===== config.mk =====
export PLATFORM = sky130hd
export DESIGN_NAME = march_config_controller
export DESIGN_NICKNAME = d
export VERILOG_FILES = /design/src/rtl/march_config_controller.sv
export SDC_FILE = /design/constraint.sdc
export NUM_CORES = 1
export LEC_CHECK = 0
export BUFFER_PORTS_ARGS = -buffer_cell sky130_fd_sc_hd__buf_2
export CORE_ASPECT_RATIO = 1.1
export CORE_MARGIN = 2
export CORE_UTILIZATION = 58
export DETAILED_ROUTE_END_ITERATION = 10
export PLACE_DENSITY_LB_ADDON = 0.25
export SYNTH_ARGS = -nofsm -noshare
export SYNTH_HDL_FRONTEND = slang
export SYNTH_SLANG_ARGS = --single-unit

===== constraint.sdc =====
create_clock -name clk -period 3.8 [get_ports clk]
set_input_delay 0.38 -clock clk [delete_from_list [all_inputs] [get_ports clk]]
set_output_delay 0.38 -clock clk [all_outputs]
set_load 0.05 [all_outputs]

===== src/rtl/march_config_controller.sv =====
// ============================================================================
// march_config_controller: staged run-time limits for fetch/commit width and
// IQ/ActiveList/LSQ occupancy, applied only after a settled pipeline drain.
// Revision: 1.0
// ============================================================================
`default_nettype none

module march_config_controller #(
  parameter int MAX_FETCH_WIDTH   = 2,
  parameter int MAX_COMMIT_WIDTH  = 2,
  parameter int MAX_IQ_ENTRY_NUM  = 16,
  parameter int MAX_AL_ENTRY_NUM  = 64,
  parameter int MAX_LSQ_ENTRY_NUM = 16,
  parameter int SETTLE_CYCLES     = 2,
  parameter int DRAIN_TIMEOUT     = 256,
  localparam int DW  = $clog2(MAX_AL_ENTRY_NUM + 1),
  localparam int FW  = $clog2(MAX_FETCH_WIDTH + 1),
  localparam int CW  = $clog2(MAX_COMMIT_WIDTH + 1),
  localparam int IW  = $clog2(MAX_IQ_ENTRY_NUM + 1),
  localparam int LW  = $clog2(MAX_LSQ_ENTRY_NUM + 1)
) (
  input  logic          clk,
  input  logic          rst_n,
  input  logic          cfgWrite,
  input  logic [2:0]    cfgAddr,
  input  logic [DW-1:0] cfgData,
  input  logic          pipelineEmpty,
  output logic          cfgBusy,
  output logic          drainReq,
  output logic          cfgApplied,
  output logic          cfgError,
  output logic [FW-1:0] effFetchWidth,
  output logic [CW-1:0] effCommitWidth,
  output logic [IW-1:0] iqEntryLimit,
  output logic [DW-1:0] alEntryLimit,
  output logic [LW-1:0] lsqEntryLimit
);

  localparam int SW = $clog2(SETTLE_CYCLES + 1);
  localparam int TW = $clog2(DRAIN_TIMEOUT + 1);

  localparam logic [2:0] ADDR_FETCH  = 3'd0;
  localparam logic [2:0] ADDR_COMMIT = 3'd1;
  localparam logic [2:0] ADDR_IQ     = 3'd2;
  localparam logic [2:0] ADDR_AL     = 3'd3;
  localparam logic [2:0] ADDR_LSQ    = 3'd4;
  localparam logic [2:0] ADDR_CMD    = 3'd7;

  typedef enum logic [0:0] {
    IDLE  = 1'b0,
    DRAIN = 1'b1
  } state_t;

  state_t state, next_state;

  logic [FW-1:0] shadow_fetch;
  logic [CW-1:0] shadow_commit;
  logic [IW-1:0] shadow_iq;
  logic [DW-1:0] shadow_al;
  logic [LW-1:0] shadow_lsq;

  logic [SW-1:0] settle_cnt;
  logic [TW-1:0] to_cnt;

  logic [31:0] data_wide;
  logic [31:0] limit_for_addr;
  logic        data_in_range;
  logic        shadow_wr;
  logic        do_apply;
  logic        err_set;

  assign data_wide = 32'(cfgData);

  always_comb begin
    limit_for_addr = 32'd0;
    case (cfgAddr)
      ADDR_FETCH:  limit_for_addr = 32'(MAX_FETCH_WIDTH);
      ADDR_COMMIT: limit_for_addr = 32'(MAX_COMMIT_WIDTH);
      ADDR_IQ:     limit_for_addr = 32'(MAX_IQ_ENTRY_NUM);
      ADDR_AL:     limit_for_addr = 32'(MAX_AL_ENTRY_NUM);
      ADDR_LSQ:    limit_for_addr = 32'(MAX_LSQ_ENTRY_NUM);
      default:     limit_for_addr = 32'd0;
    endcase
  end

  assign data_in_range = (data_wide >= 32'd1) && (data_wide <= limit_for_addr);

  always_ff @(posedge clk or negedge rst_n) begin
    if (!rst_n) begin
      state <= IDLE;
    end else begin
      state <= next_state;
    end
  end

  // Writes are only honoured in IDLE; DRAIN silently drops them.
  always_comb begin
    next_state = state;
    shadow_wr  = 1'b0;
    do_apply   = 1'b0;
    err_set    = 1'b0;
    case (state)
      IDLE: begin
        if (cfgWrite) begin
          if (cfgAddr == ADDR_CMD) begin
            // Commit width must cover rename width so recovery can drain.
            if (32'(shadow_commit) < 32'(shadow_fetch)) begin
              err_set = 1'b1;
            end else begin
              next_state = DRAIN;
            end
          end else if (cfgAddr <= ADDR_LSQ) begin
            if (data_in_range) begin
              shadow_wr = 1'b1;
            end else begin
              err_set = 1'b1;
            end
          end else begin
            err_set = 1'b1;
          end
        end
      end
      DRAIN: begin
        if (pipelineEmpty && (settle_cnt == SW'(SETTLE_CYCLES - 1))) begin
          do_apply   = 1'b1;
          next_state = IDLE;
        end else if (to_cnt == TW'(DRAIN_TIMEOUT - 1)) begin
          err_set    = 1'b1;
          next_state = IDLE;
        end
      end
      default: next_state = IDLE;
    endcase
  end

  always_ff @(posedge clk or negedge rst_n) begin
    if (!rst_n) begin
      shadow_fetch   <= FW'(MAX_FETCH_WIDTH);
      shadow_commit  <= CW'(MAX_COMMIT_WIDTH);
      shadow_iq      <= IW'(MAX_IQ_ENTRY_NUM);
      shadow_al      <= DW'(MAX_AL_ENTRY_NUM);
      shadow_lsq     <= LW'(MAX_LSQ_ENTRY_NUM);
      effFetchWidth  <= FW'(MAX_FETCH_WIDTH);
      effCommitWidth <= CW'(MAX_COMMIT_WIDTH);
      iqEntryLimit   <= IW'(MAX_IQ_ENTRY_NUM);
      alEntryLimit   <= DW'(MAX_AL_ENTRY_NUM);
      lsqEntryLimit  <= LW'(MAX_LSQ_ENTRY_NUM);
      settle_cnt     <= '0;
      to_cnt         <= '0;
      cfgApplied     <= 1'b0;
      cfgError       <= 1'b0;
    end else begin
      cfgApplied <= do_apply;
      cfgError   <= err_set;

      if (shadow_wr) begin
        case (cfgAddr)
          ADDR_FETCH:  shadow_fetch  <= FW'(cfgData);
          ADDR_COMMIT: shadow_commit <= CW'(cfgData);
          ADDR_IQ:     shadow_iq     <= IW'(cfgData);
          ADDR_AL:     shadow_al     <= DW'(cfgData);
          ADDR_LSQ:    shadow_lsq    <= LW'(cfgData);
          default:     ;
        endcase
      end

      if (do_apply) begin
        effFetchWidth  <= shadow_fetch;
        effCommitWidth <= shadow_commit;
        iqEntryLimit   <= shadow_iq;
        alEntryLimit   <= shadow_al;
        lsqEntryLimit  <= shadow_lsq;
      end

      // Holding the counters at zero in IDLE clears them on DRAIN entry.
      if (state == IDLE) begin
        settle_cnt <= '0;
        to_cnt     <= '0;
      end else begin
        settle_cnt <= pipelineEmpty ? settle_cnt + SW'(1) : '0;
        to_cnt     <= to_cnt + TW'(1);
      end
    end
  end

  assign cfgBusy  = (state == DRAIN);
  assign drainReq = cfgBusy;

endmodule

`default_nettype wire


After elaboration in Yosys (flattened, before gate mapping)
Cells that the tools add are included.
Operators by class
  add/subtract/negate cells: 2
  magnitude comparators: 4
  eq/ne operators: 7
  multiplexer cells: 25
  bitwise gates (word level): 1
  reductions and logical operators: 10
Operators by type and width (number)
  7-bit by 32-bit <= comparator with 1-bit output: 1
  7-bit one-hot mux with 3 select lines: 1
  1-bit 2-to-1 mux: 19
  2-bit AND reduction: 5
  9-bit by 1-bit adder with 9-bit output, second input constant: 1
  9-bit by 8-bit == test with 1-bit output, second input constant: 1
  9-bit 2-to-1 mux: 1
  7-bit by 1-bit >= comparator with 1-bit output, second input constant: 1
  3-bit by 2-bit == test with 1-bit output, second input constant: 2
  3-bit == test, second input constant: 2
  2-bit 2-to-1 mux: 2
  1-bit one-hot mux with 2 select lines: 2
  2-bit OR reduction: 2
  3-bit by 1-bit == test with 1-bit output, second input constant: 1
  3-bit <= comparator, second input constant: 1
  3-bit logical NOT: 1
  2-bit by 1-bit adder with 2-bit output, second input constant: 1
  2-bit by 1-bit == test with 1-bit output, second input constant: 1
  1-bit logical AND: 2
  2-bit < comparator: 1
  1-bit inverter: 1
Storage, ports and cells
  register bits: 56
  input bits: 14
  output and inout port bits: 25
  word-level logic and storage cells: 64

Logic depth before layout (Yosys ltp)
Gate-level depths: netlist (run 1).
  depth in word-level cells: 11
  mapped depth: 9
  gate-level depth less buffers: 7

Worst setup path before layout (run 1)
Ideal clock, no wire load.
  kind: input-to-reg
  start point: input port cfgAddr[1]
  end point: register shadow_al[0]
  library setup time: 0.125 ns
  data arrival time: 2.738 ns
  required time: 3.675 ns
  slack: 0.937 ns
  cell stages on the path: 9
  buffers on the path: 2
  path through: clkbuf_1 -> inv_1 -> or3_1 -> ha_1 -> nand2_1 -> or4b_1 -> buf_2 -> a211oi_4 -> mux2_2
Between the ends
  longest elaborated chain between the ends: 11
  elaborated cells between the ends (all ways): 18
  classes of those cells: order compare (2); eq/ne (5); mux (6); reduce/logical (5)
RTL lines
  start: declaration: line 25  | input logic [2:0] cfgAddr,
  3-bit == test, or another cell as far along: line 76  | case (cfgAddr)
  2-bit OR reduction (no source line)
  7-bit one-hot mux with 3 select lines: line 76
  7-bit by 32-bit <= comparator with 1-bit output: line 86  | assign data_in_range = (data_wide >= 32'd1) && (data_wide <= limit_for_addr);
  1-bit logical AND: line 86
  1-bit 2-to-1 mux: line 113  | if (data_in_range) begin
  1-bit 2-to-1 mux: line 112  | end else if (cfgAddr <= ADDR_LSQ) begin
  1-bit 2-to-1 mux: line 105  | if (cfgAddr == ADDR_CMD) begin
  1-bit 2-to-1 mux: line 104  | if (cfgWrite) begin
  1-bit 2-to-1 mux: line 102  | case (state)
  2-bit AND reduction (no source line) (*)
  end signal: assignment: line 141  | shadow_al <= DW'(MAX_AL_ENTRY_NUM);
  end signal: assignment: line 161  | ADDR_AL: shadow_al <= DW'(cfgData);
  end: declaration: line 59  | logic [DW-1:0] shadow_al;
Every way passes the cells marked *; elsewhere a longest branch is shown, timed or not.
A chain may end at the register's enable or synchronous reset.

Worst setup path in the final report (run 1)
  start point: input port cfgAddr[1]
  end point: register shadow_iq[1]
Between the ends
  longest elaborated chain between the ends: 11
  elaborated cells between the ends (all ways): 18
  classes of those cells: order compare (2); eq/ne (5); mux (6); reduce/logical (5)
RTL lines
  3-bit == test, or another cell as far along: line 76
  2-bit OR reduction (no source line)
  7-bit one-hot mux with 3 select lines: line 76
  7-bit by 32-bit <= comparator with 1-bit output: line 86
  1-bit logical AND: line 86
  1-bit 2-to-1 mux: line 113
  1-bit 2-to-1 mux: line 112
  1-bit 2-to-1 mux: line 105
  1-bit 2-to-1 mux: line 104
  1-bit 2-to-1 mux: line 102
  2-bit AND reduction (no source line) (*)
  end signal: assignment: line 140  | shadow_iq <= IW'(MAX_IQ_ENTRY_NUM);
  end signal: assignment: line 160  | ADDR_IQ: shadow_iq <= IW'(cfgData);
  end: declaration: line 58  | logic [IW-1:0] shadow_iq;
Marked as above.

==> results_dict.tcl, run 1 <==
set metrics [dict create \
    ys_seq_area_frac 0.5762 \
    clk_latency_ns 0.30 \
    critPathMaxFanout 7 \
    drc 0 \
    cts_tree "yes" \
    syn_nets 207 \
    post_synth.cell_area_avg_um2 13.19 \
    clk_pin_slew_worst_paths_ns 0.09 \
    ys.flop_type "dfrtp_1" \
    synth-seq-cells 56 \
    htreeDepth 2 \
    die_height_um 72.22 \
    initialDrtViolationCount 97 \
    drv_cap 0 \
    final_cell_mix "dfrtp_1 (46), mux2_2 (40), buf_2 (38)" \
    criticalPathCategory "input port to flip-flop" \
    rsz0062_at_grt "false" \
    setup_viol 0 \
    finalCritPeriodShare 0.7332 \
    post-synth-top-area-cell "dfrtp_1" \
    diodes 0 \
    end_kind "flip-flop" \
    synth_area_leaders "dfrtp_1 (47%), mux2_2 (18%), dfstp_2 (11%), ha_1 (3.6%), nand3_1 (1.8%)" \
    die_width_um 66.02 \
    cts-root-buf "clkbuf_8" \
    p_per_area_nw_per_um2 703.8 \
    routedWlPerCell_um 15.83 \
    worst_slew_pin_slew_ns 1.150 \
    drive_above_1_share 0.4405 \
    cts.sinks 56 \
    io_buffers 38 \
    switching_share 0.3984 \
    wl_met1_um 1852 \
    gp_congestion 0.9883 \
    drt_first_pass_iters 4 \
    p_total_mw 1.959 \
    rr_endpoint "shadow_al[3]$_DFFE_PN0P_" \
    fin_crit_ns 2.786 \
    cts_hold_buf 0 \
    wirelength_um 4416 \
    yosys.area.top_type_share 0.4691 \
    endpoint "shadow_iq[1]$_DFFE_PN0P_" \
    syn_area_um2 2454 \
    synthesis.instances 186 \
    cts_buffer_depth 2 \
    cts_setup_buffers 0 \
    antenna_found_initial 0 \
    rr_worst_depth 4 \
    yosysUniqueCellTypes 33 \
    grt_first_pass_wirelength_um 7831 \
    ios 39 \
    fin_tns_setup_ns 0 \
    fin_skew_ns 0.009710 \
    status "finished, final reports clean" \
    p_sw_mw 0.7802 \
    p_clk_frac 0.167 \
    area_growth_pct 13.41 \
    ant_nets 0 \
    dp_hpwl_um 3275 \
    hold_path.class "input port to asynchronous set/reset pin" \
    r2r-start "cfgBusy$_DFF_PN0_" \
    synth-edff-count 0 \
    fp.dieArea_um2 4767 \
    p_int_mw 1.178 \
    required_ns 3.99 \
    route.met3.wl_um 229 \
    maxSlewViolCount 0 \
    rrSetupSlack_ns 1.64 \
    start_util 0.6098 \
    worstPathArrival_ns 2.98 \
    fill_cells 311 \
    nets 247 \
    grt-ovfl-total 0 \
    viasPerCell 5.599 \
    power_frac_comb 0.367 \
    ys.warnings.count 0 \
    tritoncts.num_buffers 5 \
    utilization 0.6915 \
    slew-limit-headroom 0.2210 \
    ys_async_sr_fraction 1.000 \
    wl_met2_um 2245 \
    final_hold_viol_count 0 \
    top_layer "met4" \
    fin_area_um2 2783 \
    seqPwrFrac 0.466 \
    place_area_um2 2689 \
    critPathLaunch "cfgAddr[1]" \
    final_common_cell "dfrtp_1" \
    grt_pass1_vias 1637 \
    vias 1562 \
    peakVddDrop_mv 0.4166 \
    grt_max_degree 57 \
    leakage_nw 1.358 \
    max_clock_freq_mhz 358.9 \
    core_um2 4024 \
    row_count 24 \
    grt_usage 0.2166 \
    cts_resized 0 \
    cp-start-kind "input port" \
]
-- routing by layer --
layer  up-vias  global-route usage
li1        734                   -
met1       764              0.2767
met2        53              0.3569
met3        11             0.06047
met4         0             0.07710
met5         -                   0
-- metrics by stage --
step / worst slack, ns / hold slack [ns] / cells
after floorplan: 0.9367 / 0.08441 / 186
after global placement: 0.8863 / 0.4206 / 271
after detailed placement: 0.7087 / 0.4430 / 271
after CTS: 1.048 / 0.2102 / 279
after global routing: 0.8057 / 0.2271 / 279
final: 1.014 / 0.1976 / 279
-- layout make-up --
type	instances	area, um^2	area share
Clock buffer	7	86.33	0.03103
Clock inverter	1	7.507	0.002698
Tap cell	52	65.06	0.02338
Sequential cell	56	1414	0.5081
Inverter	9	33.78	0.01214
Multi-Input combinational cell	115	978.4	0.3516
Timing Repair Buffer	39	197.7	0.07104
-- cells in the mapped netlist, types with 2 or more instances --
library cell / count
xnor2_1: 3
dfstp_2: 10
o21ai_0: 6
xor2_1: 2
nand3_1: 9
clkbuf_1: 4
inv_1: 9
a211oi_4: 2
nor3b_1: 2
o2111ai_1: 2
or3_1: 3
and2_1: 5
nor2_1: 7
a21boi_0: 2
a21oi_1: 3
nand2_1: 8
dfrtp_1: 46
mux2_2: 40
ha_1: 7
nor2b_1: 3
-- power by group through the flow --
stage | Sequential [mW] | Combinational (mW) | Clock, mW
after global placement | 0.913 | 0.708 | 0
after CTS | 0.913 | 0.727 | 0.337
after detailed placement | 0.924 | 0.724 | 0
after floorplan | 1.23 | 0.241 | 0
after global routing | 0.940 | 0.766 | 0.365
final | 0.913 | 0.719 | 0.327
-- worst max-delay path, cell delays in order --
cell and delay, ns:
buf_2 0.16, inv_1 0.07, or3_1 0.37, ha_1 0.31, nand2_1 0.08, o311ai_1 0.97
a21oi_2 0.27, mux2_2 0.36
-- logic make-up (layout without fill, tap and decap cells) --
family / count (synthesis) / in the layout / share of synthesized area
muxes: 41 / 41 / 0.1877
and+or+nand+nor: 42 / 42 / 0.09231
AOI/OAI and AO/OA: 20 / 20 / 0.06528
xor gates and xnor gates: 5 / 5 / 0.01785
DFF: 56 / 56 / 0.5762
buffers and inverters: 15 / 56 / 0.02498
adders and majority gates: 7 / 7 / 0.03569
-- state kept, by name, summed over array words and instances (netlist names) --
signal and flops:
alEntryLimit 7, cfgApplied 1, cfgBusy 1, cfgError 1
effCommitWidth 2, effFetchWidth 2, iqEntryLimit 5, lsqEntryLimit 5
settle_cnt 2, shadow_al 7, shadow_commit 2, shadow_fetch 2
shadow_iq 5, shadow_lsq 5, to_cnt 9
-- worst min-delay path by stage --
stage / startpoint / to / slack (ns)
after floorplan: rst_n / alEntryLimit[0]$_DFFE_PN0P_ / 0.08
after global placement: settle_cnt[0]$_DFF_PN0_ / settle_cnt[0]$_DFF_PN0_ / 0.42
after detailed placement: settle_cnt[0]$_DFF_PN0_ / settle_cnt[0]$_DFF_PN0_ / 0.44
after CTS: rst_n / to_cnt[6]$_DFF_PN0_ / 0.21
after global routing: rst_n / to_cnt[8]$_DFF_PN0_ / 0.23
final: rst_n / effFetchWidth[0]$_DFFE_PN0P_ / 0.20
No activity file was read; power rests on OpenSTA's default activity.
==> run 2: changes to the inputs <==
--- a/config.mk
+++ b/config.mk
@@ -8,7 +8,7 @@
 export BUFFER_PORTS_ARGS = -buffer_cell sky130_fd_sc_hd__buf_2
 export CORE_ASPECT_RATIO = 1.1
 export CORE_MARGIN = 2
-export CORE_UTILIZATION = 58
+export CORE_UTILIZATION = 50
 export DETAILED_ROUTE_END_ITERATION = 10
 export PLACE_DENSITY_LB_ADDON = 0.25
 export SYNTH_ARGS = -nofsm -noshare
==> constraint.sdc (replaced) <==
create_clock -name clk -period 2.47 [get_ports clk]
set_input_delay 0.247 -clock clk [delete_from_list [all_inputs] [get_ports clk]]
set_output_delay 0.247 -clock clk [all_outputs]
set_load 0.05 [all_outputs]
==> run 2 against run 1 <==
Non-clock buffer count increased by 18. Combinational power increased by 66%. Power increased by 63%. Critical path type unchanged. Sequential cell count unchanged. Highest routed layer unchanged. Largest cell class unchanged. Hold slack got worse by 0.0076 ns. Register-to-register slack got worse by 1.0 ns. Critical path depth increased by 1. Cell area increased by 8.1%. Die area increased by 15%. Setup slack got worse by 0.90 ns.
==> results_dict.tcl, run 2 (synthesized netlist as in run 1, its figures left out) <==
set metrics [dict create \
    largest_reg_flops 9 \
    fill_cells 374 \
    cts.sinks 56 \
    fin_crit_ns 2.352 \
    die_width_um 70.79 \
    hold_path.class "input port to flip-flop" \
    fin_tns_setup_ns 0 \
    fp.dieArea_um2 5484 \
    ant_nets 0 \
    cp-start-kind "input port" \
    finalCritPeriodShare 0.9524 \
    setup_viol 0 \
    fin_area_um2 3008 \
    grt_usage 0.1931 \
    diodes 0 \
    drc 0 \
    final_common_cell "dfrtp_1" \
    grt_pass1_vias 1740 \
    grt_first_pass_wirelength_um 8238 \
    ios 39 \
    cts-root-buf "clkbuf_8" \
    final_cells 301 \
    vias 1610 \
    htreeDepth 2 \
    criticalPathCategory "input port to flip-flop" \
    area_growth_pct 22.59 \
    fin_skew_ns 0.008364 \
    grt-ovfl-total 0 \
    drt_first_pass_iters 4 \
    cts_tree "yes" \
    status "finished, final reports clean" \
    wirelength_um 4646 \
    peakVddDrop_mv 0.6304 \
    max_clock_freq_mhz 425.1 \
    utilization 0.6421 \
    p_per_area_nw_per_um2 1059 \
    final_hold_viol_count 0 \
    core_um2 4684 \
    worst_slack_ns 0.1176 \
    p_total_mw 3.184 \
    tritoncts.num_buffers 5 \
    clk_latency_ns 0.31 \
    required_ns 2.68 \
    maxSlewViolCount 0 \
    final_cell_mix "dfrtp_1 (46), buf_2 (38), mux2_2 (28)" \
    clk_pin_slew_worst_paths_ns 0.10 \
    worst_slew_pin_slew_ns 0.5919 \
    nets 265 \
    gp_congestion 0.8827 \
    leakage_nw 1.487 \
    end_kind "flip-flop" \
    dp_hpwl_um 3524 \
    slew-limit-headroom 0.6054 \
    io_buffers 38 \
    dp_cells 292 \
    worstPathArrival_ns 2.56 \
    drive_above_1_share 0.4857 \
    row_count 26 \
    drv_cap 0 \
    pre_cts_ws_ns -0.2122 \
    viasPerCell 5.349 \
    reg.largest.list "to_cnt (9), alEntryLimit (7), shadow_al (7)" \
    routedWlPerCell_um 15.44 \
    cts_setup_buffers 0 \
    die_height_um 77.47 \
    timing.hold.ws_ns 0.1900 \
    initialDrtViolationCount 62 \
    antenna_found_initial 0 \
    rsz0062_at_grt "false" \
    cts_buffer_depth 2 \
    grt_max_degree 28 \
    place_area_um2 2887 \
    regMostFlops "to_cnt" \
    start_util 0.5238 \
    critPathMaxFanout 4 \
]
## run 2: final timing paths
| kind | from | to | slack (ns) | cells after the start |
|---|---|---|---|---|
| max | cfgAddr[0] | shadow_fetch[0]$_DFFE_PN0P_ | 0.12 | 9 |
| min | pipelineEmpty | settle_cnt[1]$_DFF_PN0_ | 0.19 | 3 |
| max reg2reg | cfgBusy$_DFF_PN0_ | shadow_al[4]$_DFFE_PN0P_ | 0.60 | 5 |
| min reg2reg | settle_cnt[0]$_DFF_PN0_ | settle_cnt[0]$_DFF_PN0_ | 0.45 | 1 |
| max in group asynchronous | rst_n | shadow_al[6]$_DFFE_PN1P_ | 1.30 | 3 |
| min in group asynchronous | rst_n | cfgError$_DFF_PN0_ | 0.46 | 2 |
## run 2: area by class of cell
cell class | instances | area (um^2) | area share
Clock inverter | 2 | 38.79 | 0.01290
Tap cell | 56 | 70.07 | 0.02329
Multi-Input combinational cell | 115 | 1031 | 0.3428
Sequential cell | 56 | 1414 | 0.4701
Clock buffer | 6 | 72.57 | 0.02413
Timing Repair Buffer | 57 | 347.8 | 0.1156
Inverter | 9 | 33.78 | 0.01123
## run 2: report_power, final
group	switching [mW]	internal, mW
sequential	0.154	1.24
combinational	0.782	0.409
clock	0.293	0.307
total	1.23	1.96
## run 2: critical path, cell delays in order
cell     delay, ns
buf_2         0.09
inv_1         0.04
or3_1         0.37
ha_1          0.30
nand2_1       0.06
or4b_1        0.68
buf_4         0.21
a21oi_1       0.21
mux2_2        0.36
## run 2: timing repair
item | CTS | global route
hold buffers | 1 | 0
gates resized for setup | 0 | 0
endpoints found under the hold margin | 21 | 0
## run 2: metal layers
layer,track usage,up-vias,wire (um)
met5,0,-,0
li1,-,766,-
met1,0.2504,807,2075
met4,0.07170,0,80
met3,0.04935,7,177
met2,0.3121,30,2313
==> run 3: changes to the inputs <==
--- a/config.mk
+++ b/config.mk
@@ -8,7 +8,8 @@
 export BUFFER_PORTS_ARGS = -buffer_cell sky130_fd_sc_hd__buf_2
 export CORE_ASPECT_RATIO = 1.1
 export CORE_MARGIN = 2
-export CORE_UTILIZATION = 50
+export CORE_UTILIZATION = 52
+export CTS_BUF_LIST = sky130_fd_sc_hd__clkbuf_8
 export DETAILED_ROUTE_END_ITERATION = 10
 export PLACE_DENSITY_LB_ADDON = 0.25
 export SYNTH_ARGS = -nofsm -noshare
==> run 3 against run 2 <==
Non-clock buffer count up 3. Clock skew about the same. Via count down 2.0%. Power down 3.7%. Combinational power about the same. Fmax up 4.4%. Highest routed layer unchanged.
==> results_dict.tcl, run 3 (synthesized netlist as in run 1, its figures left out) <==
set metrics [dict create \
    final_cell_mix "dfrtp_1 (46), buf_2 (38), mux2_2 (28)" \
    utilization 0.6593 \
    required_ns 2.67 \
    drv_cap 0 \
    drive_above_1_share 0.4960 \
    multi_input_area_um2 1035 \
    p_per_area_nw_per_um2 1014 \
    drt_first_pass_iters 4 \
    antenna_found_initial 0 \
    fin_area_um2 3024 \
    cp_num_buf_inv 3 \
    peakVddDrop_mv 0.6393 \
    initialDrtViolationCount 59 \
    critPathSlowestCell "or4b_4" \
    fp.dieArea_um2 5285 \
    cp-start-kind "input port" \
    regArea_um2 1414 \
    regMostFlops "to_cnt" \
    drc 0 \
    slowest_delay_ns 0.59 \
    clk_pin_slew_worst_paths_ns 0.10 \
    worst_slack_ns 0.2176 \
    die_width_um 69.50 \
    grt_max_degree 24 \
    grt_usage 0.1920 \
    dp_hpwl_um 3357 \
    grt_first_pass_wirelength_um 8004 \
    criticalPathCategory "input port to flip-flop" \
    crit_chain "buf_2, inv_1, or3_1, ha_1, nand2_1, or4b_4, a211oi_4, buf_12, mux2_4" \
    diodes 0 \
    routedWlPerCell_um 14.82 \
    gp_congestion 0.7764 \
    slew-limit-headroom 0.6996 \
    fill_cells 355 \
    final_hold_viol_count 0 \
    cts_tree "yes" \
    grt_pass1_vias 1631 \
    fin_crit_ns 2.252 \
    viasPerCell 5.191 \
    ant_nets 0 \
    fin_skew_ns 0.008736 \
    cts.sinks 56 \
    htreeDepth 2 \
    cts_buffer_depth 2 \
    critPathMaxFanout 7 \
    worstPathArrival_ns 2.45 \
    wirelength_um 4505 \
    final_common_cell "dfrtp_1" \
    start_util 0.5349 \
    worst_slew_pin_slew_ns 0.4496 \
    ios 39 \
    cp_top_family "simple AND/OR/NAND/NOR gates" \
    pre_cts_ws_ns -0.2191 \
    timing.hold.ws_ns 0.1946 \
    cts-root-buf "clkbuf_8" \
    setup_viol 0 \
    place_area_um2 2922 \
    area_growth_pct 23.25 \
    status "finished, final reports clean" \
    max_clock_freq_mhz 444.0 \
    end_kind "flip-flop" \
    die_height_um 76.05 \
    io_buffers 38 \
    vias 1578 \
    rsz0062_at_grt "false" \
    leakage_nw 1.496 \
    rr_worst_depth 5 \
    grt-ovfl-total 0 \
    reg.largest.list "to_cnt (9), alEntryLimit (7), shadow_al (7)" \
    hold_path.class "input port to flip-flop" \
    tritoncts.num_buffers 5 \
    largest_reg_flops 9 \
    fin_tns_setup_ns 0 \
    maxSlewViolCount 0 \
    clk_latency_ns 0.31 \
    min_path_cells 3 \
    nets 268 \
    core_um2 4587 \
    cp.depth 9 \
    finalCritPeriodShare 0.9119 \
    row_count 26 \
]
[run 3: layout make-up]
type	count	share of cell area
well taps	56	0.02317
inverters	9	0.01117
repair buffers	60	0.1266
clock inverters	3	0.006620
flip-flops and latches	56	0.4675
clock buffers	5	0.02276
multi-input cells	115	0.3422
[run 3: layer usage]
metal,GRT usage,up-vias,routed length [um]
met4,0.04706,0,52
met5,0,-,0
met2,0.3106,27,2204
li1,-,768,-
met1,0.2628,777,2071
met3,0.04762,6,177
[run 3: worst register-to-register path, delay by kind of cell (launching register included)]
kind / cells / cell delay, ns
and+or+nand+nor: 2 / 0.61
DFF: 1 / 0.40
muxes: 1 / 0.30
AOI/OAI and AO/OA: 1 / 0.28
buffers and inverters: 1 / 0.17
[run 3: through the flow]
step,total power [mW],std cells
global route,3.247,304
global placement,2.582,295
detailed placement,2.607,295
finish,3.067,304
CTS,3.103,304
floorplan,2.304,186
[run 3: final timing paths]
kind	to	slack, ns	start
worst min register to register	settle_cnt[0]$_DFF_PN0_	0.44	settle_cnt[0]$_DFF_PN0_
max in group asynchronous	alEntryLimit[6]$_DFFE_PN1P_	1.36	rst_n
worst max-delay path	shadow_al[4]$_DFFE_PN0P_	0.22	cfgAddr[0]
min in group asynchronous	cfgError$_DFF_PN0_	0.41	rst_n
worst max register to register	shadow_al[4]$_DFFE_PN0P_	0.61	cfgBusy$_DFF_PN0_
worst min-delay path	settle_cnt[0]$_DFF_PN0_	0.19	pipelineEmpty
[run 3: report_power, final]
group	switching, mW	internal, mW	total (mW)
registers	0.145	1.24	1.39
clock network	0.290	0.198	0.489
logic	0.781	0.413	1.19
[run 3: what timing repair did]
item                                    in CTS  in global routing
endpoints found under the setup margin       0                  2
setup buffers                                0                  0
hold buffers                                 1                  0
endpoints found under the hold margin       19                  0
resized for setup                            0                  1
